`src/rtl/a0_log_pkg.sv`:
```
// Shared types and constants for the a0 UART logger: transmitter states,
// 8N1 line levels and the ASCII helpers used by the optional hex format.
package a0_log_pkg;

   typedef enum logic [1:0] {
      IDLE,
      START,
      DATA,
      STOP
   } tx_state_t;

   localparam logic       START_LVL = 1'b0;
   localparam logic       STOP_LVL  = 1'b1;
   localparam int         DATA_BITS = 8;
   localparam logic [7:0] NEWLINE   = 8'h0A;

   // Uppercase ASCII for one hex digit: '0'..'9' are 0x30.., 'A'..'F' are 0x41..
   function automatic logic [7:0] hex_ascii(input logic [3:0] i_nib);
      return (i_nib < 4'd10) ? (8'h30 + {4'h0, i_nib}) : (8'h37 + {4'h0, i_nib});
   endfunction

endpackage

```
`src/rtl/a0_log_fifo.sv`:
```
// Synchronous capture FIFO for the a0 logger; a write into a full FIFO is
// accepted only when a read frees a slot in the same cycle.
module a0_log_fifo
   import a0_log_pkg::*;
#(
   parameter int WIDTH = 32,
   parameter int DEPTH = 8
) (
   input  logic                     CLK,
   input  logic                     rst,
   input  logic                     push,
   input  logic                     pop,
   input  logic [WIDTH-1:0]         wdata,
   output logic [WIDTH-1:0]         rdata,
   output logic [$clog2(DEPTH):0]   count,
   output logic                     full,
   output logic                     empty
);

   localparam int AW    = $clog2(DEPTH);
   localparam int CNT_W = AW + 1;

   logic [WIDTH-1:0] r_mem [DEPTH];
   logic [AW-1:0]    r_wr_ptr;
   logic [AW-1:0]    r_rd_ptr;
   logic [CNT_W-1:0] r_count;
   logic             w_rd_en;
   logic             w_wr_en;

   assign empty   = (r_count == '0);
   assign full    = (r_count == CNT_W'(DEPTH));
   assign w_rd_en = pop && !empty;
   assign w_wr_en = push && (!full || w_rd_en);
   assign rdata   = r_mem[r_rd_ptr];
   assign count   = r_count;

   // NOTE: storage has no reset; contents are only visible through the pointers, which are reset.
   always_ff @(posedge CLK) begin
      if (w_wr_en) r_mem[r_wr_ptr] <= wdata;
   end

   // NOTE: sequential state uses non-blocking assignments so every register samples pre-edge values.
   always_ff @(posedge CLK or posedge rst) begin
      if (rst) begin
         r_wr_ptr <= '0;
         r_rd_ptr <= '0;
         r_count  <= '0;
      end else begin
         if (w_wr_en) r_wr_ptr <= r_wr_ptr + AW'(1);
         if (w_rd_en) r_rd_ptr <= r_rd_ptr + AW'(1);
         case ({w_wr_en, w_rd_en})
            2'b10:   r_count <= r_count + CNT_W'(1);
            2'b01:   r_count <= r_count - CNT_W'(1);
            default: r_count <= r_count;
         endcase
      end
   end

endmodule

```
`src/rtl/a0_uart_logger.sv`:
```
// Captures every change of the a0 register and streams it out on an 8N1 UART.
// Define A0_LOG_HEX_EN to send ASCII hex plus newline instead of raw LSB-first bytes.
module a0_uart_logger
   import a0_log_pkg::*;
#(
   parameter int WIDTH      = 32,
   parameter int CLK_DIV    = 868,
   parameter int FIFO_DEPTH = 8
) (
   input  logic                          CLK,
   input  logic                          rst,
   input  logic [WIDTH-1:0]              a0,
   output logic                          uart_tx,
   output logic                          busy,
   output logic                          overflow,
   output logic [$clog2(FIFO_DEPTH):0]   fifo_count
);

`ifdef A0_LOG_HEX_EN
   localparam int FRAMES = WIDTH / 4 + 1;
`else
   localparam int FRAMES = WIDTH / 8;
`endif
   localparam int FIDX_W = $clog2(FRAMES + 1);
   localparam int BAUD_W = $clog2(CLK_DIV);
   localparam int BIT_W  = $clog2(DATA_BITS);

   tx_state_t         r_state;
   tx_state_t         w_next_state;
   logic [WIDTH-1:0]  r_last_val;
   logic [WIDTH-1:0]  r_shift;
   logic [WIDTH-1:0]  w_shift_next;
   logic [BAUD_W-1:0] r_baud;
   logic [BIT_W-1:0]  r_bit_idx;
   logic [FIDX_W-1:0] r_frame_idx;
   logic              r_overflow;
   logic              w_push;
   logic              w_pop;
   logic              w_full;
   logic              w_empty;
   logic [WIDTH-1:0]  w_rdata;
   logic              w_bit_end;
   logic              w_last_bit;
   logic              w_last_frame;
   logic [7:0]        w_tx_byte;

   assign w_push = (a0 != r_last_val);

   a0_log_fifo #(
      .WIDTH (WIDTH),
      .DEPTH (FIFO_DEPTH)
   ) u_fifo (
      .CLK   (CLK),
      .rst   (rst),
      .push  (w_push),
      .pop   (w_pop),
      .wdata (a0),
      .rdata (w_rdata),
      .count (fifo_count),
      .full  (w_full),
      .empty (w_empty)
   );

   assign w_bit_end    = (r_baud == BAUD_W'(CLK_DIV - 1));
   assign w_last_bit   = (r_bit_idx == BIT_W'(DATA_BITS - 1));
   assign w_last_frame = (r_frame_idx == FIDX_W'(FRAMES - 1));

`ifdef A0_LOG_HEX_EN
   // Most significant nibble goes first, the newline closes the word.
   assign w_tx_byte    = w_last_frame ? NEWLINE : hex_ascii(r_shift[WIDTH-1 -: 4]);
   assign w_shift_next = r_shift << 4;
`else
   assign w_tx_byte    = r_shift[7:0];
   assign w_shift_next = r_shift >> 8;
`endif

   always_ff @(posedge CLK or posedge rst) begin
      if (rst) r_state <= IDLE;
      else     r_state <= w_next_state;
   end

   // NOTE: defaults first so no path through the case leaves an output unassigned (no latch).
   always_comb begin
      w_next_state = r_state;
      w_pop        = 1'b0;
      case (r_state)
         IDLE: begin
            if (!w_empty) begin
               w_pop        = 1'b1;
               w_next_state = START;
            end
         end
         START: if (w_bit_end) w_next_state = DATA;
         DATA:  if (w_bit_end && w_last_bit) w_next_state = STOP;
         STOP:  if (w_bit_end) w_next_state = w_last_frame ? IDLE : START;
         default: w_next_state = IDLE;
      endcase
   end

   always_ff @(posedge CLK or posedge rst) begin
      if (rst) begin
         r_last_val <= '0;
         r_overflow <= 1'b0;
      end else begin
         r_last_val <= a0;
         if (w_push && w_full && !w_pop) r_overflow <= 1'b1;
      end
   end

   always_ff @(posedge CLK or posedge rst) begin
      if (rst) begin
         r_baud      <= '0;
         r_bit_idx   <= '0;
         r_frame_idx <= '0;
         r_shift     <= '0;
      end else begin
         r_baud <= (r_state == IDLE || w_bit_end) ? '0 : r_baud + BAUD_W'(1);
         if (w_pop) begin
            r_shift     <= w_rdata;
            r_frame_idx <= '0;
         end
         if (r_state == DATA && w_bit_end)
            r_bit_idx <= w_last_bit ? '0 : r_bit_idx + BIT_W'(1);
         // Frames of one word run back to back; the next word waits for an IDLE cycle.
         if (r_state == STOP && w_bit_end && !w_last_frame) begin
            r_frame_idx <= r_frame_idx + FIDX_W'(1);
            r_shift     <= w_shift_next;
         end
      end
   end

   // The line level is decoded from state, so reset returns it high without a clock.
   always_comb begin
      uart_tx = STOP_LVL;
      case (r_state)
         START:   uart_tx = START_LVL;
         DATA:    uart_tx = w_tx_byte[r_bit_idx];
         default: uart_tx = STOP_LVL;
      endcase
   end

   assign busy     = (r_state != IDLE) || (fifo_count != '0);
   assign overflow = r_overflow;

endmodule

```
`config.mk`:
```
export PLATFORM = sky130hd
export DESIGN_NAME = a0_uart_logger
export DESIGN_NICKNAME = d
export VERILOG_FILES = /design/src/rtl/a0_log_pkg.sv /design/src/rtl/a0_log_fifo.sv /design/src/rtl/a0_uart_logger.sv
export SDC_FILE = /design/constraint.sdc
export NUM_CORES = 1
export LEC_CHECK = 0
export ABC_AREA = 1
export CELL_PAD_IN_SITES_DETAIL_PLACEMENT = 1
export CELL_PAD_IN_SITES_GLOBAL_PLACEMENT = 2
export CORE_ASPECT_RATIO = 0.9
export CORE_UTILIZATION = 39
export CTS_CLUSTER_DIAMETER = 120
export DETAILED_ROUTE_END_ITERATION = 12
export PLACE_DENSITY = 0.71
export SYNTH_ARGS = -nofsm -noshare
export SYNTH_HDL_FRONTEND = slang
export SYNTH_SLANG_ARGS = --single-unit
```
`constraint.sdc`:
```
create_clock -name CLK -period 3.1 [get_ports CLK]
set_input_delay 0.62 -clock CLK [delete_from_list [all_inputs] [get_ports CLK]]
set_output_delay 0.62 -clock CLK [all_outputs]
set_load 0.005 [all_outputs]
```
After elaboration in Yosys (flattened, before gate mapping)

Memory sizes are Yosys's and may differ from the RTL's.
Index checks and enable logic that the tools add are counted.

Input bits: 34
Bits in registers: 93
Output and inout bits: 7
Memories: 1
Bits in writable memories: 256

Reductions and logical operators: 22
Add/subtract/negate cells: 7
Magnitude comparators: 1
Muxes and demuxes: 20
Equal/unequal tests: 14

Memory list:

| memory       | words | width | read ports | clocked after Yosys merged registers in | write ports | line              | RTL |
|---|---|---|---|---|---|---|---|
| u_fifo.r_mem | 8     | 32    | 1          | 0                                       | 1           | a0_log_fifo.sv:23 | `logic [WIDTH-1:0] r_mem [DEPTH];` |

Operators by type and width:

| kind                  | number |
|---|---|
| $mux 32               | 2 |
| $ne 32x32->1          | 1 |
| $add 3x1->3 const B   | 4 |
| $add 10x1->10 const B | 1 |
| $eq 10x10->1 const B  | 1 |
| $mux 10               | 1 |
| $mux 3                | 3 |
| $logic_and 1x1->1     | 8 |
| $mux 2                | 4 |
| $ne 2x2->1 const B    | 4 |
| $pmux 2 s4            | 1 |
| $pmux 4 s2            | 1 |
| $eq 2x2->1 const B    | 3 |
| $mux 1                | 6 |
| $reduce_bool 2->1     | 3 |
| $add 4x1->4 const B   | 1 |
| $eq 2x1->1 const B    | 2 |
| $eq 4x4->1 const B    | 1 |
| $logic_not 1->1       | 4 |
| $logic_not 4->1       | 1 |
| $lt 3x4->1 const B    | 1 |
| $reduce_and 4->1      | 1 |
| $reduce_bool 4->1     | 1 |
| $sub 4x1->4 const B   | 1 |
| other kinds (6)       | 8 |

Longest topological paths before layout

Gate-level depths: netlist (run 1).

Depth in word-level cells: 8
Gate-level depth with buffers: 16
Depth with buffers taken out: 16

Hierarchy

From an unflattened synthesis (run 1), not the netlist that was laid out.

Cells, all modules: 1,237
Area, all modules: 14,461.4 um^2

By module, submodules not included:

| module         | times used | cells an instance | area each (um^2) |
|---|---|---|---|
| a0_log_fifo    | 1          | 794               | 10,586.4 |
| a0_uart_logger | 1          | 443               | 3,875.0 |

Worst setup path before layout (run 1)

Ideal clock, no wire load.

Kind: input port to flip-flop
From: in a0[12]
To: mem u_fifo.r_mem[2][0] (enable)
Data arrival time: 2.547 ns
Buffers on the path: 0
Cell stages on the path: 10
Library setup time: 0.421 ns
Path slack: 0.132 ns
Path through: inv_1 > nand2_1 > nand2_1 > nand2_1 > nor2_1 > nand2_1 > nor2_1 > nand2_1 > nand3_1 > nor2_1

Cells in the longest elaborated chain, start to end: 4

Ends and longest elaborated chain:

| element                      | line                 | RTL |
|---|---|---|
| from (decl)                  | a0_uart_logger.sv:12 | `input logic [WIDTH-1:0] a0,` |
| $ne 32x32->1                 | a0_uart_logger.sv:47 | `assign w_push = (a0 != r_last_val);` |
| $logic_and 1x1->1            | a0_log_fifo.sv:33    | `assign w_wr_en = push && (!full \|\| w_rd_en);` |
| $mux 1                       | a0_log_fifo.sv:39    | `if (w_wr_en) r_mem[r_wr_ptr] <= wdata;` |
| $mux 1 (implied by the code) | a0_log_fifo.sv:39    |  |
| to (decl)                    | a0_log_fifo.sv:23    |  |

No other way between the ends.

Worst setup path in the final report (run 1)

From: reg r_bit_idx[0]
To: out uart_tx

Cells in the longest elaborated chain, start to end: 3

Ends and longest elaborated chain:

| element                      | line                  | RTL |
|---|---|---|
| from (decl)                  | a0_uart_logger.sv:34  | `logic [BIT_W-1:0] r_bit_idx;` |
| from (signal assigned)       | a0_uart_logger.sv:123 | `r_bit_idx <= w_last_bit ? '0 : r_bit_idx + BIT_W'(1);` |
| $bmux 1 s3                   | a0_uart_logger.sv:137 | `DATA: uart_tx = w_tx_byte[r_bit_idx];` |
| $mux 1 (implied by the code) | a0_uart_logger.sv:137 |  |
| $pmux 1 s2                   | a0_uart_logger.sv:135 | `case (r_state)` |
| to (decl)                    | a0_uart_logger.sv:13  | `output logic uart_tx,` |

No other way between the ends. The select of a mux whose other input is x is not followed.

==> flow_summary.html, run 1 <==
<table>
<tr><th>Metric</th><th>Value</th></tr>
<tr><th colspan="2">Drt</th></tr>
<tr><td>Via count</td><td>9355</td></tr>
<tr><td>Final antenna-violating net count</td><td>0</td></tr>
<tr><td>First DRT Iteration DRCs</td><td>636</td></tr>
<tr><td>Post-detailed-route via-to-cell ratio</td><td>5.38</td></tr>
<tr><td>Final routed DRC violation total</td><td>0</td></tr>
<tr><td>Final WL</td><td>38600 um</td></tr>
<tr><td>Total iterations of the first detailed-routing run</td><td>5</td></tr>
<tr><td>Detail-routed net length per standard cell</td><td>22.2 um</td></tr>
<tr><th colspan="2">Timing</th></tr>
<tr><td>Post-route minimum period</td><td>2.81 ns</td></tr>
<tr><td>Maximum operating frequency</td><td>0.356 GHz</td></tr>
<tr><td>Count of endpoints failing hold in the final timing report</td><td>0</td></tr>
<tr><td>Pins Over Slew Limit</td><td>0</td></tr>
<tr><td>Setup-failing EPs final</td><td>0</td></tr>
<tr><td>Fin Clk Skew</td><td>0.0152 ns</td></tr>
<tr><td>Transition time at the pin with the least slew margin</td><td>0.703 ns</td></tr>
<tr><td>Unrepaired setup endpoints after global routing</td><td>false</td></tr>
<tr><td>Ratio of final minimum period to clock period</td><td>90.7%</td></tr>
<tr><td>Worst slew slack as a fraction of its limit</td><td>53.2%</td></tr>
<tr><th colspan="2">Setup path</th></tr>
<tr><td>CP Capture Type</td><td>output pin</td></tr>
<tr><td>Delay of the slowest cell on the worst path</td><td>0.46 ns</td></tr>
<tr><td>Register-to-register setup slack</td><td>0.58 ns</td></tr>
<tr><td>Startpoint of the worst setup timing path</td><td>r_bit_idx[0]</td></tr>
<tr><td>Logic depth of the worst register-to-register path</td><td>12</td></tr>
<tr><td>Critical-path cell list</td><td>inv_1, o21ai_0, o21ai_0, o211ai_1, nand2_1, clkdlybuf4s50_1</td></tr>
<tr><td>Worst-path fanout max</td><td>7</td></tr>
<tr><td>Data required time of the critical path</td><td>2.48 ns</td></tr>
<tr><td>Data arrival, critical path</td><td>2.19 ns</td></tr>
<tr><td>Critical path launch point type</td><td>flop</td></tr>
<tr><td>Worst reg2reg endpoint</td><td>u_fifo.count[2]</td></tr>
<tr><td>Endpoint of the worst setup timing path</td><td>uart_tx</td></tr>
<tr><td>Worst flop-to-flop path startpoint</td><td>r_state[0]</td></tr>
<tr><td>Worst path slowest cell</td><td>sky130_fd_sc_hd__dfrtp_1</td></tr>
<tr><td>Crit path kind</td><td>reg2out</td></tr>
<tr><td>Cell mode on critical path</td><td>sky130_fd_sc_hd__o21ai_0</td></tr>
<tr><th colspan="2">Die</th></tr>
<tr><td>Die ar.</td><td>37200 sq um</td></tr>
<tr><td>Die Ht</td><td>183 um</td></tr>
<tr><td>Standard-cell rows</td><td>65</td></tr>
<tr><td>Die outline width</td><td>203 um</td></tr>
<tr><td>Number of placed I/O pins</td><td>41</td></tr>
<tr><td>Starting density of the core</td><td>40.1%</td></tr>
<tr><td>Placeable Area</td><td>35500 sq um</td></tr>
<tr><th colspan="2">Finish</th></tr>
<tr><td>Final core utilization</td><td>47.8%</td></tr>
<tr><td>Area growth from synthesis to layout</td><td>19.4%</td></tr>
<tr><td>Fin nets</td><td>1290</td></tr>
<tr><td>Fin cells</td><td>1738</td></tr>
<tr><td>Fraction of layout instances using a drive strength above 1</td><td>12.8%</td></tr>
<tr><td>Leading cell type in the layout, fill and taps excluded</td><td>sky130_fd_sc_hd__edfxtp_1</td></tr>
<tr><td>Number of inserted diodes</td><td>0</td></tr>
<tr><td>Fillers</td><td>3693</td></tr>
<tr><td>Commonest cells after routing, fill and taps aside</td><td>sky130_fd_sc_hd__edfxtp_1, sky130_fd_sc_hd__nand2_1, sky130_fd_sc_hd__nor2_1, sky130_fd_sc_hd__nand3_1, sky130_fd_sc_hd__dfrtp_1</td></tr>
<tr><th colspan="2">Yosys</th></tr>
<tr><td>Synthesized area per cell</td><td>12.5 sq um</td></tr>
<tr><td>Synthesized-area fraction occupied by adder cells</td><td>1.32%</td></tr>
<tr><td>Count of unique library cells instantiated by Yosys</td><td>40</td></tr>
<tr><td>Share of the synthesized area in the top cell type</td><td>54.1%</td></tr>
<tr><td>Synthesized-area fraction occupied by ao, oa, aoi and oai cells</td><td>9.46%</td></tr>
<tr><td>Cells after synthesis</td><td>1138</td></tr>
<tr><td>EDFF count, synth</td><td>256</td></tr>
<tr><td>Most area-consuming cells after synthesis</td><td>sky130_fd_sc_hd__edfxtp_1, sky130_fd_sc_hd__dfrtp_1, sky130_fd_sc_hd__nand2_1</td></tr>
<tr><td>Area of the mapped netlist</td><td>14200 sq um</td></tr>
<tr><td>Post-Synth Simple-Gate Area</td><td>12.7%</td></tr>
<tr><td>Warnings from Yosys</td><td>0</td></tr>
<tr><td>Post-synthesis sequential element count</td><td>349</td></tr>
<tr><td>Cell taking the most area after synthesis</td><td>sky130_fd_sc_hd__edfxtp_1</td></tr>
<tr><td>Ys flop type</td><td>sky130_fd_sc_hd__edfxtp_1</td></tr>
<tr><td>Sequential fraction of the synthesis area</td><td>70.5%</td></tr>
<tr><td>Xor and xnor area share after synthesis</td><td>2.10%</td></tr>
<tr><td>Share of cell area taken by muxes after synthesis</td><td>0.0793%</td></tr>
<tr><td>Largest family of logic cells by synthesized area</td><td>simple AND/OR/NAND/NOR gates</td></tr>
<tr><td>Synth Net Count</td><td>1187</td></tr>
<tr><td>Post-synthesis async set-or-reset flop share</td><td>26.6%</td></tr>
<tr><th colspan="2">Global route</th></tr>
<tr><td>Number of global-route vias before repair</td><td>9881</td></tr>
<tr><td>First-pass GRT wire length</td><td>59900 um</td></tr>
<tr><td>Overall routing resource usage</td><td>21.5%</td></tr>
<tr><td>Antenna violations before repair</td><td>1</td></tr>
<tr><td>Gr ovfl total</td><td>0</td></tr>
<tr><td>Maximum number of pins on one net before global-route repair</td><td>131</td></tr>
<tr><th colspan="2">Clock network</th></tr>
<tr><td>Number of buffers created by CTS</td><td>38</td></tr>
<tr><td>TritonCTS clock tree</td><td>yes</td></tr>
<tr><td>Clock-pin slew of the registers on the worst-case setup and hold paths</td><td>0.06 ns</td></tr>
<tr><td>H-Tree Depth</td><td>2</td></tr>
<tr><td>Clock root cell</td><td>sky130_fd_sc_hd__clkbuf_16</td></tr>
<tr><td>Post-CTS sizing</td><td>0</td></tr>
<tr><td>TritonCTS Sinks</td><td>349</td></tr>
<tr><td>Post-CTS Hold Buffers</td><td>0</td></tr>
<tr><td>Post-CTS setup buffer count</td><td>0</td></tr>
<tr><td>Number of buffers between clock root and the deepest sink</td><td>3</td></tr>
<tr><td>Clock insertion delay at the later pin of the skew report</td><td>0.53 ns</td></tr>
<tr><th colspan="2">Power</th></tr>
<tr><td>Sequential group share of total power</td><td>52.0%</td></tr>
<tr><td>Share of total power in the clock network</td><td>45.6%</td></tr>
<tr><td>Power consumption</td><td>0.00971 W</td></tr>
<tr><td>Switching fraction of total power</td><td>20.1%</td></tr>
<tr><td>Static leakage power</td><td>6.09 nW</td></tr>
<tr><td>Net switching power</td><td>0.00195 W</td></tr>
<tr><td>P_int</td><td>0.00776 W</td></tr>
<tr><td>PwrDens</td><td>572 nW/um^2</td></tr>
<tr><td>Combinational fraction of design power</td><td>2.4%</td></tr>
<tr><td>Worst voltage drop across the vdd grid</td><td>0.440 mV</td></tr>
<tr><th colspan="2">Placed design</th></tr>
<tr><td>RD Place Congestion</td><td>0.790</td></tr>
<tr><td>Half-perimeter wire length after detailed placement</td><td>23000 um</td></tr>
<tr><td>Number of placed instances, taps included</td><td>1670</td></tr>
<tr><td>Count of input and output buffers</td><td>40</td></tr>
<tr><th colspan="2">Flow run</th></tr>
<tr><td>Total of max-cap violations</td><td>0</td></tr>
<tr><th colspan="2">Status</th></tr>
<tr><td>Status</td><td>finished, final reports clean</td></tr>
<tr><th colspan="2">Min path</th></tr>
<tr><td>Worst min-delay path category</td><td>reg2reg</td></tr>
</table>
==> worst max-delay path: cells and delay by family, from the launching register on <==
| family | cells | cell delay [ns] |
|---|---|---|
| flip-flops | 1 | 0.46 |
| AO/OA/AOI/OAI | 3 | 0.53 |
| AND/OR/NAND/NOR | 1 | 0.08 |
| buffers and inverters | 2 | 0.59 |
==> area by class of cell <==
class / count / area [sq um] / share of cell area, %
inverter: 43 / 169 / 0.996
tap: 469 / 587 / 3.46
multi-input combinational: 686 / 3700 / 21.8
sequential: 349 / 10000 / 59.0
timing repair buffer: 123 / 1290 / 7.58
clock buffer: 50 / 1050 / 6.17
clock inverter: 18 / 159 / 0.937
==> metrics by stage <==
stage | area, sq um | setup TNS, ns | hold slack (ns) | setup slack (ns)
2_1_floorplan | 14200 | 0 | 0.451 | 0.0597
3_3_place_gp | 15800 | -3.17 | 0.475 | -0.118
3_5_place_dp | 15800 | -4.06 | 0.485 | -0.150
4_1_cts | 17000 | 0 | 0.495 | 0.236
5_1_grt | 17000 | 0 | 0.516 | 0.112
6_report | 17000 | 0 | 0.489 | 0.288
==> flip-flops by register name, summed over array words and instances, names as in the netlist <==
signal,flops
r_shift,32
overflow,1
u_fifo.r_rd_ptr,3
r_bit_idx,3
u_fifo.count,4
r_last_val,32
u_fifo.r_wr_ptr,3
r_baud,10
r_state,2
u_fifo.r_mem,256
r_frame_idx,3
==> power by group through the flow <==
| stage | Sequential [W] | Combinational [W] | Clock (W) |
|---|---|---|---|
| after detailed placement | 0.00515 | 0.000238 | 0 |
| after global routing | 0.00505 | 0.000259 | 0.00468 |
| final | 0.00505 | 0.000234 | 0.00443 |
| after floorplan | 0.00515 | 0.0000646 | 0 |
| after CTS | 0.00505 | 0.000240 | 0.00453 |
| after global placement | 0.00515 | 0.000231 | 0 |
==> cells in the mapped netlist (2+ instances only) <==
| master | n |
|---|---|
| sky130_fd_sc_hd__a32o_1 | 14 |
| sky130_fd_sc_hd__edfxtp_1 | 256 |
| sky130_fd_sc_hd__o22ai_1 | 3 |
| sky130_fd_sc_hd__ha_1 | 15 |
| sky130_fd_sc_hd__a21oi_1 | 23 |
| sky130_fd_sc_hd__nor3_1 | 4 |
| sky130_fd_sc_hd__xor2_1 | 6 |
| sky130_fd_sc_hd__nand2_2 | 3 |
| sky130_fd_sc_hd__buf_2 | 16 |
| sky130_fd_sc_hd__o211ai_1 | 2 |
| sky130_fd_sc_hd__buf_4 | 8 |
| sky130_fd_sc_hd__clkbuf_1 | 21 |
| sky130_fd_sc_hd__nand3_1 | 103 |
| sky130_fd_sc_hd__nand4_1 | 5 |
| sky130_fd_sc_hd__buf_6 | 13 |
| sky130_fd_sc_hd__o221ai_1 | 48 |
| sky130_fd_sc_hd__inv_4 | 2 |
| sky130_fd_sc_hd__o21ai_1 | 26 |
| sky130_fd_sc_hd__inv_2 | 4 |
| sky130_fd_sc_hd__dfrtp_1 | 93 |
| sky130_fd_sc_hd__o21ai_0 | 87 |
| sky130_fd_sc_hd__inv_1 | 37 |
| sky130_fd_sc_hd__nand2_1 | 164 |
| sky130_fd_sc_hd__o21a_1 | 3 |
| sky130_fd_sc_hd__nor2_1 | 139 |
| sky130_fd_sc_hd__nor2_2 | 2 |
| sky130_fd_sc_hd__xnor2_1 | 28 |
==> cells by family (layout without fill, tap and decap cells) <==
| family | Yosys count | count (layout) |
|---|---|---|
| AO/OA/AOI/OAI | 210 | 210 |
| buffers and inverters | 103 | 234 |
| flip-flops | 349 | 349 |
| XOR/XNOR | 34 | 34 |
| multiplexers | 1 | 1 |
| adder cells (fa/ha/maj) | 15 | 15 |
| AND/OR/NAND/NOR | 426 | 426 |
==> layer usage <==
layer | track usage [%] | wire (um) | vias up
met5 | 0 | 9 | -
met4 | 5.53 | 850 | 2
met3 | 3.22 | 1740 | 63
met2 | 34.9 | 18000 | 173
met1 | 30.1 | 18000 | 4791
li1 | - | - | 4326
==> worst min path at each step <==
stage / slack [ns] / to / startpoint / depth (start not counted)
after floorplan: 0.45 / overflow / overflow / 1
after global placement: 0.47 / r_shift[16] / r_shift[24] / 2
after detailed placement: 0.49 / r_shift[13] / r_shift[21] / 2
after CTS: 0.49 / r_shift[13] / r_shift[21] / 2
after global routing: 0.52 / overflow / overflow / 1
final: 0.49 / r_shift[13] / r_shift[21] / 2
(Power assumes the default switching activity.)
==> run 2: changes to the inputs <==
--- a/config.mk
+++ b/config.mk
@@ -9,6 +9,7 @@
 export CELL_PAD_IN_SITES_DETAIL_PLACEMENT = 1
 export CELL_PAD_IN_SITES_GLOBAL_PLACEMENT = 2
 export CORE_ASPECT_RATIO = 0.9
+export CORE_MARGIN = 2
 export CORE_UTILIZATION = 39
 export CTS_CLUSTER_DIAMETER = 120
 export DETAILED_ROUTE_END_ITERATION = 12
==> run 2 against run 1 <==
Net effect:
- sequential power barely moved
- routed wire length fell by 1.5%
- largest power group unchanged
- cell count rose by 0.35%
- die area rose by 2.1%
- sequential cell count did not move
- fmax rose by 0.49%
- critical path depth fell by 1
- clock power rose by 5%
- clock-buffer cell count rose by 5
- final area rose by 0.68%
- non-clock buffer count fell by 4
- critical endpoint unchanged
==> flow_summary.html, run 2 (synthesized netlist as in run 1, its figures left out) <==
<table>
<tr><th>Metric</th><th>Value</th></tr>
<tr><th colspan="2">Clock network</th></tr>
<tr><td>Post-CTS Hold Buffers</td><td>0 (unchanged)</td></tr>
<tr><td>Clock root cell</td><td>sky130_fd_sc_hd__clkbuf_16 (unchanged)</td></tr>
<tr><td>Post-CTS sizing</td><td>0 (unchanged)</td></tr>
<tr><td>Clock insertion delay at the later pin of the skew report</td><td>0.55 ns (was 0.53 ns)</td></tr>
<tr><td>Clock-pin slew of the registers on the worst-case setup and hold paths</td><td>0.06 ns (about the same)</td></tr>
<tr><td>Post-CTS setup buffer count</td><td>0 (unchanged)</td></tr>
<tr><td>Number of buffers between clock root and the deepest sink</td><td>3 (unchanged)</td></tr>
<tr><td>TritonCTS Sinks</td><td>349 (unchanged)</td></tr>
<tr><td>Number of buffers created by CTS</td><td>39 (was 38)</td></tr>
<tr><td>H-Tree Depth</td><td>2 (unchanged)</td></tr>
<tr><td>TritonCTS clock tree</td><td>yes (unchanged)</td></tr>
<tr><th colspan="2">Drt</th></tr>
<tr><td>Final antenna-violating net count</td><td>0 (unchanged)</td></tr>
<tr><td>Total iterations of the first detailed-routing run</td><td>7 (was 5)</td></tr>
<tr><td>Via count</td><td>9296 (was 9355)</td></tr>
<tr><td>Post-detailed-route via-to-cell ratio</td><td>5.33 (was 5.38)</td></tr>
<tr><td>Final WL</td><td>38000 um (was 38600 um)</td></tr>
<tr><td>Detail-routed net length per standard cell</td><td>21.8 um (was 22.2 um)</td></tr>
<tr><td>Final routed DRC violation total</td><td>0 (unchanged)</td></tr>
<tr><td>First DRT Iteration DRCs</td><td>601 (was 636)</td></tr>
<tr><th colspan="2">Global route</th></tr>
<tr><td>First-pass GRT wire length</td><td>59100 um (was 59900 um)</td></tr>
<tr><td>Maximum number of pins on one net before global-route repair</td><td>131 (unchanged)</td></tr>
<tr><td>Overall routing resource usage</td><td>20.9% (was 21.5%)</td></tr>
<tr><td>Gr ovfl total</td><td>0 (unchanged)</td></tr>
<tr><td>Antenna violations before repair</td><td>0 (was 1)</td></tr>
<tr><td>Number of global-route vias before repair</td><td>9807 (was 9881)</td></tr>
<tr><th colspan="2">Timing</th></tr>
<tr><td>Setup-failing EPs final</td><td>0 (unchanged)</td></tr>
<tr><td>Unrepaired setup endpoints after global routing</td><td>false (unchanged)</td></tr>
<tr><td>Worst hold margin</td><td>0.442 ns (was 0.489 ns)</td></tr>
<tr><td>Count of endpoints failing hold in the final timing report</td><td>0 (unchanged)</td></tr>
<tr><td>Worst slew slack as a fraction of its limit</td><td>55.3% (was 53.2%)</td></tr>
<tr><td>Ratio of final minimum period to clock period</td><td>90.3% (was 90.7%)</td></tr>
<tr><td>Final setup TNS</td><td>0 ns (unchanged)</td></tr>
<tr><td>Transition time at the pin with the least slew margin</td><td>0.670 ns (was 0.703 ns)</td></tr>
<tr><td>Maximum operating frequency</td><td>0.357 GHz (was 0.356 GHz)</td></tr>
<tr><td>Post-route minimum period</td><td>2.80 ns (was 2.81 ns)</td></tr>
<tr><td>Fin Clk Skew</td><td>0.0228 ns (was 0.0152 ns)</td></tr>
<tr><td>Pins Over Slew Limit</td><td>0 (unchanged)</td></tr>
<tr><th colspan="2">Setup path</th></tr>
<tr><td>Worst-path fanout max</td><td>6 (was 7)</td></tr>
<tr><td>Data required time of the critical path</td><td>2.48 ns (about the same)</td></tr>
<tr><td>CP Capture Type</td><td>output pin (unchanged)</td></tr>
<tr><td>Critical path launch point type</td><td>flop (unchanged)</td></tr>
<tr><td>Register-to-register setup slack</td><td>0.59 ns (was 0.58 ns)</td></tr>
<tr><td>Logic depth of the worst register-to-register path</td><td>12 (unchanged)</td></tr>
<tr><td>Data arrival, critical path</td><td>2.18 ns (was 2.19 ns)</td></tr>
<tr><td>Crit path kind</td><td>reg2out (unchanged)</td></tr>
<tr><th colspan="2">Status</th></tr>
<tr><td>Status</td><td>finished, final reports clean (unchanged)</td></tr>
<tr><th colspan="2">Finish</th></tr>
<tr><td>FF/Latch Area</td><td>10000 sq um (unchanged)</td></tr>
<tr><td>Fin nets</td><td>1287 (was 1290)</td></tr>
<tr><td>Fraction of layout instances using a drive strength above 1</td><td>12.9% (was 12.8%)</td></tr>
<tr><td>Final cell area excluding filler cells</td><td>17100 sq um (was 17000 sq um)</td></tr>
<tr><td>Fillers</td><td>3756 (was 3693)</td></tr>
<tr><td>Largest register FFs</td><td>256 (unchanged)</td></tr>
<tr><td>Largest regs</td><td>u_fifo.r_mem (256), r_last_val (32), r_shift (32) (unchanged)</td></tr>
<tr><td>Commonest cells after routing, fill and taps aside</td><td>sky130_fd_sc_hd__edfxtp_1, sky130_fd_sc_hd__nand2_1, sky130_fd_sc_hd__nor2_1, sky130_fd_sc_hd__nand3_1, sky130_fd_sc_hd__dfrtp_1 (unchanged)</td></tr>
<tr><td>Fin cells</td><td>1744 (was 1738)</td></tr>
<tr><td>Top reg by flops</td><td>u_fifo.r_mem (unchanged)</td></tr>
<tr><td>Area of combinational cells with multiple inputs</td><td>3700 sq um (unchanged)</td></tr>
<tr><td>Leading cell type in the layout, fill and taps excluded</td><td>sky130_fd_sc_hd__edfxtp_1 (unchanged)</td></tr>
<tr><td>Number of inserted diodes</td><td>0 (unchanged)</td></tr>
<tr><td>Area growth from synthesis to layout</td><td>20.3% (was 19.4%)</td></tr>
<tr><th colspan="2">Die</th></tr>
<tr><td>Die Ht</td><td>185 um (was 183 um)</td></tr>
<tr><td>Die outline width</td><td>205 um (was 203 um)</td></tr>
<tr><td>Number of placed I/O pins</td><td>41 (unchanged)</td></tr>
<tr><td>Starting density of the core</td><td>39.5% (was 40.1%)</td></tr>
<tr><td>Placeable Area</td><td>36000 sq um (was 35500 sq um)</td></tr>
<tr><td>Die ar.</td><td>38000 sq um (was 37200 sq um)</td></tr>
<tr><td>Standard-cell rows</td><td>66 (was 65)</td></tr>
<tr><th colspan="2">Min path</th></tr>
<tr><td>Worst min-delay path category</td><td>in2async (was reg2reg)</td></tr>
<tr><th colspan="2">Placed design</th></tr>
<tr><td>Area after DPL</td><td>15800 sq um (about the same)</td></tr>
<tr><td>Half-perimeter wire length after detailed placement</td><td>23000 um (about the same)</td></tr>
<tr><td>Count of input and output buffers</td><td>40 (unchanged)</td></tr>
<tr><td>Number of placed instances, taps included</td><td>1673 (was 1670)</td></tr>
<tr><td>RD Place Congestion</td><td>0.758 (was 0.790)</td></tr>
<tr><th colspan="2">Power</th></tr>
<tr><td>PwrDens</td><td>580 nW/um^2 (was 572 nW/um^2)</td></tr>
<tr><td>Worst voltage drop across the vdd grid</td><td>0.448 mV (was 0.440 mV)</td></tr>
<tr><td>Static leakage power</td><td>6.12 nW (was 6.09 nW)</td></tr>
<tr><td>Power consumption</td><td>0.00992 W (was 0.00971 W)</td></tr>
<tr><th colspan="2">Flow run</th></tr>
<tr><td>Total of max-cap violations</td><td>0 (unchanged)</td></tr>
</table>
[run 2: cell count changes in the layout (fill, tap and decap cells not counted), sizes merged]
| cell | delta |
|---|---|
| clkbuf | +5 |
| clkinvlp | +1 |
| buf | -4 |
| inv | +1 |
| clkinv | -4 |
[run 2: path summary, 6_finish.rpt]
path,from,end
hold / removal,rst,r_baud[6]
min in group CLK,r_shift[13],r_shift[5]
setup reg to reg,r_state[0],u_fifo.count[2]
hold reg to reg,r_shift[13],r_shift[5]
max in group asynchronous,rst,r_last_val[21]
setup / recovery,r_state[0],uart_tx
[run 2: where the power goes]
part	switching (W)	total, W	internal (W)
clock	0.00187	0.00463	0.00276
sequential	0.00000965	0.00505	0.00504
combinational	0.000131	0.000235	0.000104
[run 2: layout make-up]
| cell class | count | area share [%] |
|---|---|---|
| Clock buffer | 55 | 6.48 |
| Sequential cell | 349 | 58.7 |
| Timing Repair Buffer | 119 | 7.72 |
| Clock inverter | 16 | 1.01 |
| Inverter | 43 | 0.989 |
| Multi-Input combinational cell | 686 | 21.7 |
| Tap cell | 476 | 3.49 |
[run 2: critical path, stage by stage, from the launching register on]
cell and delay [ns]:
sky130_fd_sc_hd__dfrtp_1 0.43, sky130_fd_sc_hd__inv_1 0.11, sky130_fd_sc_hd__ha_1 0.24, sky130_fd_sc_hd__or2_2 0.29, sky130_fd_sc_hd__nand2_1 0.08, sky130_fd_sc_hd__clkdlybuf4s50_1 0.49
[run 2: metal layers]
layer  vias up  GRT usage, %  wire [um]
met4         0          5.87        768
met2       154          34.1      17900
li1       4301             -          -
met5         -             0          0
met3        56          3.17       1460
met1      4785          29.3      17900
[run 2: stage by stage]
stage               setup WS, ns  utilization [%]
floorplan                 0.0597                -
global placement         -0.0497             43.9
detailed placement       -0.0567             43.9
CTS                        0.262             47.4
global route               0.192             47.4
finish                     0.301             47.4
==> run 3: changes to the inputs <==
--- a/config.mk
+++ b/config.mk
@@ -9,11 +9,11 @@
 export CELL_PAD_IN_SITES_DETAIL_PLACEMENT = 1
 export CELL_PAD_IN_SITES_GLOBAL_PLACEMENT = 2
 export CORE_ASPECT_RATIO = 0.9
-export CORE_MARGIN = 2
-export CORE_UTILIZATION = 39
+export CORE_MARGIN = 8
+export CORE_UTILIZATION = 35
 export CTS_CLUSTER_DIAMETER = 120
 export DETAILED_ROUTE_END_ITERATION = 12
-export PLACE_DENSITY = 0.71
+export PLACE_DENSITY = 0.65
 export SYNTH_ARGS = -nofsm -noshare
 export SYNTH_HDL_FRONTEND = slang
 export SYNTH_SLANG_ARGS = --single-unit
==> run 3 against run 2 <==
Net effect:
- routed wire length up 1.1%
- final area barely moved
- sequential share of layout area barely moved
- clock skew down 0.0086 ns
- fmax down 1.5%
- cell count increased by 3.7%
- register-to-register slack worse by 0.04 ns
- core utilization is 5.1 points lower
==> flow_summary.html, run 3 (synthesized netlist as in run 1, its figures left out) <==
<table>
<tr><th>Metric</th><th>Value</th></tr>
<tr><th colspan="2">Setup path</th></tr>
<tr><td>Data required time of the critical path</td><td>2.48 ns (about the same)</td></tr>
<tr><td>Logic depth of the worst register-to-register path</td><td>12 (unchanged)</td></tr>
<tr><td>Register-to-register setup slack</td><td>0.55 ns (was 0.59 ns)</td></tr>
<tr><td>Endpoint of the worst setup timing path</td><td>uart_tx (unchanged)</td></tr>
<tr><td>Crit path kind</td><td>reg2out (unchanged)</td></tr>
<tr><td>Worst reg2reg endpoint</td><td>u_fifo.count[2] (unchanged)</td></tr>
<tr><td>Critical path launch point type</td><td>flop (unchanged)</td></tr>
<tr><td>CP Capture Type</td><td>output pin (unchanged)</td></tr>
<tr><td>Worst-path fanout max</td><td>6 (unchanged)</td></tr>
<tr><td>Data arrival, critical path</td><td>2.22 ns (was 2.18 ns)</td></tr>
<tr><td>Worst flop-to-flop path startpoint</td><td>r_state[0] (unchanged)</td></tr>
<tr><td>Startpoint of the worst setup timing path</td><td>r_state[0] (unchanged)</td></tr>
<tr><th colspan="2">Flow run</th></tr>
<tr><td>Total of max-cap violations</td><td>0 (unchanged)</td></tr>
<tr><th colspan="2">Finish</th></tr>
<tr><td>Final cell area excluding filler cells</td><td>17100 sq um (about the same)</td></tr>
<tr><td>Fin nets</td><td>1287 (unchanged)</td></tr>
<tr><td>Area growth from synthesis to layout</td><td>20.3% (about the same)</td></tr>
<tr><td>Largest regs</td><td>u_fifo.r_mem (256), r_last_val (32), r_shift (32) (unchanged)</td></tr>
<tr><td>Final core utilization</td><td>42.3% (was 47.4%)</td></tr>
<tr><td>Commonest cells after routing, fill and taps aside</td><td>sky130_fd_sc_hd__edfxtp_1, sky130_fd_sc_hd__nand2_1, sky130_fd_sc_hd__nor2_1, sky130_fd_sc_hd__nand3_1, sky130_fd_sc_hd__dfrtp_1 (unchanged)</td></tr>
<tr><td>Leading cell type in the layout, fill and taps excluded</td><td>sky130_fd_sc_hd__edfxtp_1 (unchanged)</td></tr>
<tr><td>Number of inserted diodes</td><td>0 (unchanged)</td></tr>
<tr><td>Largest register FFs</td><td>256 (unchanged)</td></tr>
<tr><td>Top reg by flops</td><td>u_fifo.r_mem (unchanged)</td></tr>
<tr><td>Fraction of layout instances using a drive strength above 1</td><td>12.8% (was 12.9%)</td></tr>
<tr><th colspan="2">Drt</th></tr>
<tr><td>Final routed DRC violation total</td><td>0 (unchanged)</td></tr>
<tr><td>First DRT Iteration DRCs</td><td>630 (was 601)</td></tr>
<tr><td>Total iterations of the first detailed-routing run</td><td>4 (was 7)</td></tr>
<tr><td>Final WL</td><td>38500 um (was 38000 um)</td></tr>
<tr><td>Detail-routed net length per standard cell</td><td>21.3 um (was 21.8 um)</td></tr>
<tr><td>Top routing layer in use</td><td>met4 (unchanged)</td></tr>
<tr><td>Final antenna-violating net count</td><td>0 (unchanged)</td></tr>
<tr><td>Total length of routed met2 wires</td><td>18000 um (was 17900 um)</td></tr>
<tr><td>Via count</td><td>9192 (was 9296)</td></tr>
<tr><td>Post-detailed-route via-to-cell ratio</td><td>5.08 (was 5.33)</td></tr>
<tr><td>Routed wl met3</td><td>1230 um (was 1460 um)</td></tr>
<tr><td>Routed metal-1 wirelength</td><td>18500 um (was 17900 um)</td></tr>
<tr><th colspan="2">Clock network</th></tr>
<tr><td>TritonCTS clock tree</td><td>yes (unchanged)</td></tr>
<tr><td>Post-CTS sizing</td><td>0 (unchanged)</td></tr>
<tr><td>Number of buffers created by CTS</td><td>40 (was 39)</td></tr>
<tr><td>Number of buffers between clock root and the deepest sink</td><td>3 (unchanged)</td></tr>
<tr><td>Post-CTS Hold Buffers</td><td>0 (unchanged)</td></tr>
<tr><td>Clock-pin slew of the registers on the worst-case setup and hold paths</td><td>0.05 ns (was 0.06 ns)</td></tr>
<tr><td>TritonCTS Sinks</td><td>349 (unchanged)</td></tr>
<tr><td>Clock insertion delay at the later pin of the skew report</td><td>0.54 ns (was 0.55 ns)</td></tr>
<tr><td>Clock root cell</td><td>sky130_fd_sc_hd__clkbuf_16 (unchanged)</td></tr>
<tr><td>H-Tree Depth</td><td>2 (unchanged)</td></tr>
<tr><td>Post-CTS setup buffer count</td><td>0 (unchanged)</td></tr>
<tr><th colspan="2">Die</th></tr>
<tr><td>Standard-cell rows</td><td>70 (was 66)</td></tr>
<tr><td>Die ar.</td><td>47300 sq um (was 38000 sq um)</td></tr>
<tr><td>Die outline width</td><td>228 um (was 205 um)</td></tr>
<tr><td>Die Ht</td><td>207 um (was 185 um)</td></tr>
<tr><td>Placeable Area</td><td>40400 sq um (was 36000 sq um)</td></tr>
<tr><td>Number of placed I/O pins</td><td>41 (unchanged)</td></tr>
<tr><td>Starting density of the core</td><td>35.2% (was 39.5%)</td></tr>
<tr><th colspan="2">Timing</th></tr>
<tr><td>Unrepaired setup endpoints after global routing</td><td>false (unchanged)</td></tr>
<tr><td>Transition time at the pin with the least slew margin</td><td>0.697 ns (was 0.670 ns)</td></tr>
<tr><td>Post-route minimum period</td><td>2.84 ns (was 2.80 ns)</td></tr>
<tr><td>Setup-failing EPs final</td><td>0 (unchanged)</td></tr>
<tr><td>Count of endpoints failing hold in the final timing report</td><td>0 (unchanged)</td></tr>
<tr><td>Maximum operating frequency</td><td>0.352 GHz (was 0.357 GHz)</td></tr>
<tr><td>Ratio of final minimum period to clock period</td><td>91.7% (was 90.3%)</td></tr>
<tr><td>Fin Clk Skew</td><td>0.0142 ns (was 0.0228 ns)</td></tr>
<tr><td>Worst slew slack as a fraction of its limit</td><td>53.5% (was 55.3%)</td></tr>
<tr><td>Pins Over Slew Limit</td><td>0 (unchanged)</td></tr>
<tr><th colspan="2">Status</th></tr>
<tr><td>Status</td><td>finished, final reports clean (unchanged)</td></tr>
<tr><th colspan="2">Min path</th></tr>
<tr><td>Worst min-delay path category</td><td>in2async (unchanged)</td></tr>
<tr><th colspan="2">Placed design</th></tr>
<tr><td>Count of input and output buffers</td><td>40 (unchanged)</td></tr>
<tr><td>RD Place Congestion</td><td>0.761 (was 0.758)</td></tr>
<tr><td>Half-perimeter wire length after detailed placement</td><td>22800 um (was 23000 um)</td></tr>
<tr><td>Area after DPL</td><td>15800 sq um (about the same)</td></tr>
<tr><th colspan="2">Global route</th></tr>
<tr><td>Gr ovfl total</td><td>0 (unchanged)</td></tr>
<tr><td>Number of global-route vias before repair</td><td>9716 (was 9807)</td></tr>
<tr><td>Antenna violations before repair</td><td>0 (unchanged)</td></tr>
<tr><td>First-pass GRT wire length</td><td>59500 um (was 59100 um)</td></tr>
<tr><td>Overall routing resource usage</td><td>16.2% (was 20.9%)</td></tr>
<tr><td>Maximum number of pins on one net before global-route repair</td><td>131 (unchanged)</td></tr>
<tr><th colspan="2">Power</th></tr>
<tr><td>Worst voltage drop across the vdd grid</td><td>0.358 mV (was 0.448 mV)</td></tr>
<tr><td>Static leakage power</td><td>6.09 nW (was 6.12 nW)</td></tr>
<tr><td>PwrDens</td><td>575 nW/um^2 (was 580 nW/um^2)</td></tr>
</table>
[run 3: cell types whose count changed in the layout (fill, tap and decap cells not counted)]
| cell | before | now |
|---|---|---|
| sky130_fd_sc_hd__clkinv_1 | 3 | 7 |
| sky130_fd_sc_hd__bufinv_16 | 3 | 2 |
| sky130_fd_sc_hd__inv_16 | 1 | 0 |
| sky130_fd_sc_hd__buf_4 | 53 | 56 |
| sky130_fd_sc_hd__clkbuf_8 | 5 | 2 |
| sky130_fd_sc_hd__clkbuf_16 | 40 | 42 |
| sky130_fd_sc_hd__clkinv_8 | 0 | 1 |
| sky130_fd_sc_hd__inv_6 | 1 | 0 |
| sky130_fd_sc_hd__clkinvlp_4 | 1 | 2 |
| sky130_fd_sc_hd__buf_12 | 26 | 22 |
| sky130_fd_sc_hd__clkbuf_1 | 10 | 9 |
| sky130_fd_sc_hd__clkinv_2 | 7 | 8 |
[run 3: worst min-delay path by stage]
stage | to | slack [ns]
6_report | r_baud[8] | 0.45
3_3_place_gp | r_shift[14] | 0.48
4_1_cts | r_baud[8] | 0.44
3_5_place_dp | r_shift[9] | 0.49
5_1_grt | r_baud[6] | 0.49
2_1_floorplan | overflow | 0.45
[run 3: layer usage]
| metal | vias up | global-route usage, % |
|---|---|---|
| li1 | 4304 | - |
| met1 | 4689 | 22.6 |
| met2 | 148 | 25.9 |
| met3 | 51 | 2.47 |
| met4 | 0 | 4.64 |
| met5 | - | 0 |
[run 3: final cells by class]
type | count | area, sq um
Inverter | 43 | 169
Tap cell | 540 | 676
Clock buffer | 53 | 1110
Timing Repair Buffer | 118 | 1260
Fill cell | 4179 | 23300
Sequential cell | 349 | 10000
Clock inverter | 20 | 158
Multi-Input combinational cell | 686 | 3700
[run 3: power breakdown]
| part | switching (W) | internal [W] |
|---|---|---|
| registers | 0.00000946 | 0.00504 |
| clock network | 0.00185 | 0.00269 |
| logic | 0.000128 | 0.000102 |
[run 3: worst max-delay path, stage by stage (launching register included)]
cell                              delay [ns]
sky130_fd_sc_hd__dfrtp_1                0.44
sky130_fd_sc_hd__inv_1                  0.12
sky130_fd_sc_hd__ha_1                   0.24
sky130_fd_sc_hd__or2_2                  0.30
sky130_fd_sc_hd__nand2_1                0.09
sky130_fd_sc_hd__clkdlybuf4s50_1        0.51
[run 3: through the flow]
| step | hold WS [ns] | setup slack, ns | instances | TNS [ns] | power [W] |
|---|---|---|---|---|---|
| 6_report | 0.448 | 0.258 | 1809 | 0 | 0.00983 |
| 5_1_grt | 0.492 | 0.106 | 1809 | 0 | 0.0101 |
| 4_1_cts | 0.443 | 0.188 | 1809 | 0 | 0.00996 |
| 3_5_place_dp | 0.486 | -0.0975 | 1736 | -0.103 | 0.00538 |
| 3_3_place_gp | 0.478 | -0.0984 | 1736 | -0.114 | 0.00538 |
| 2_1_floorplan | 0.451 | 0.0597 | 1138 | 0 | 0.00521 |
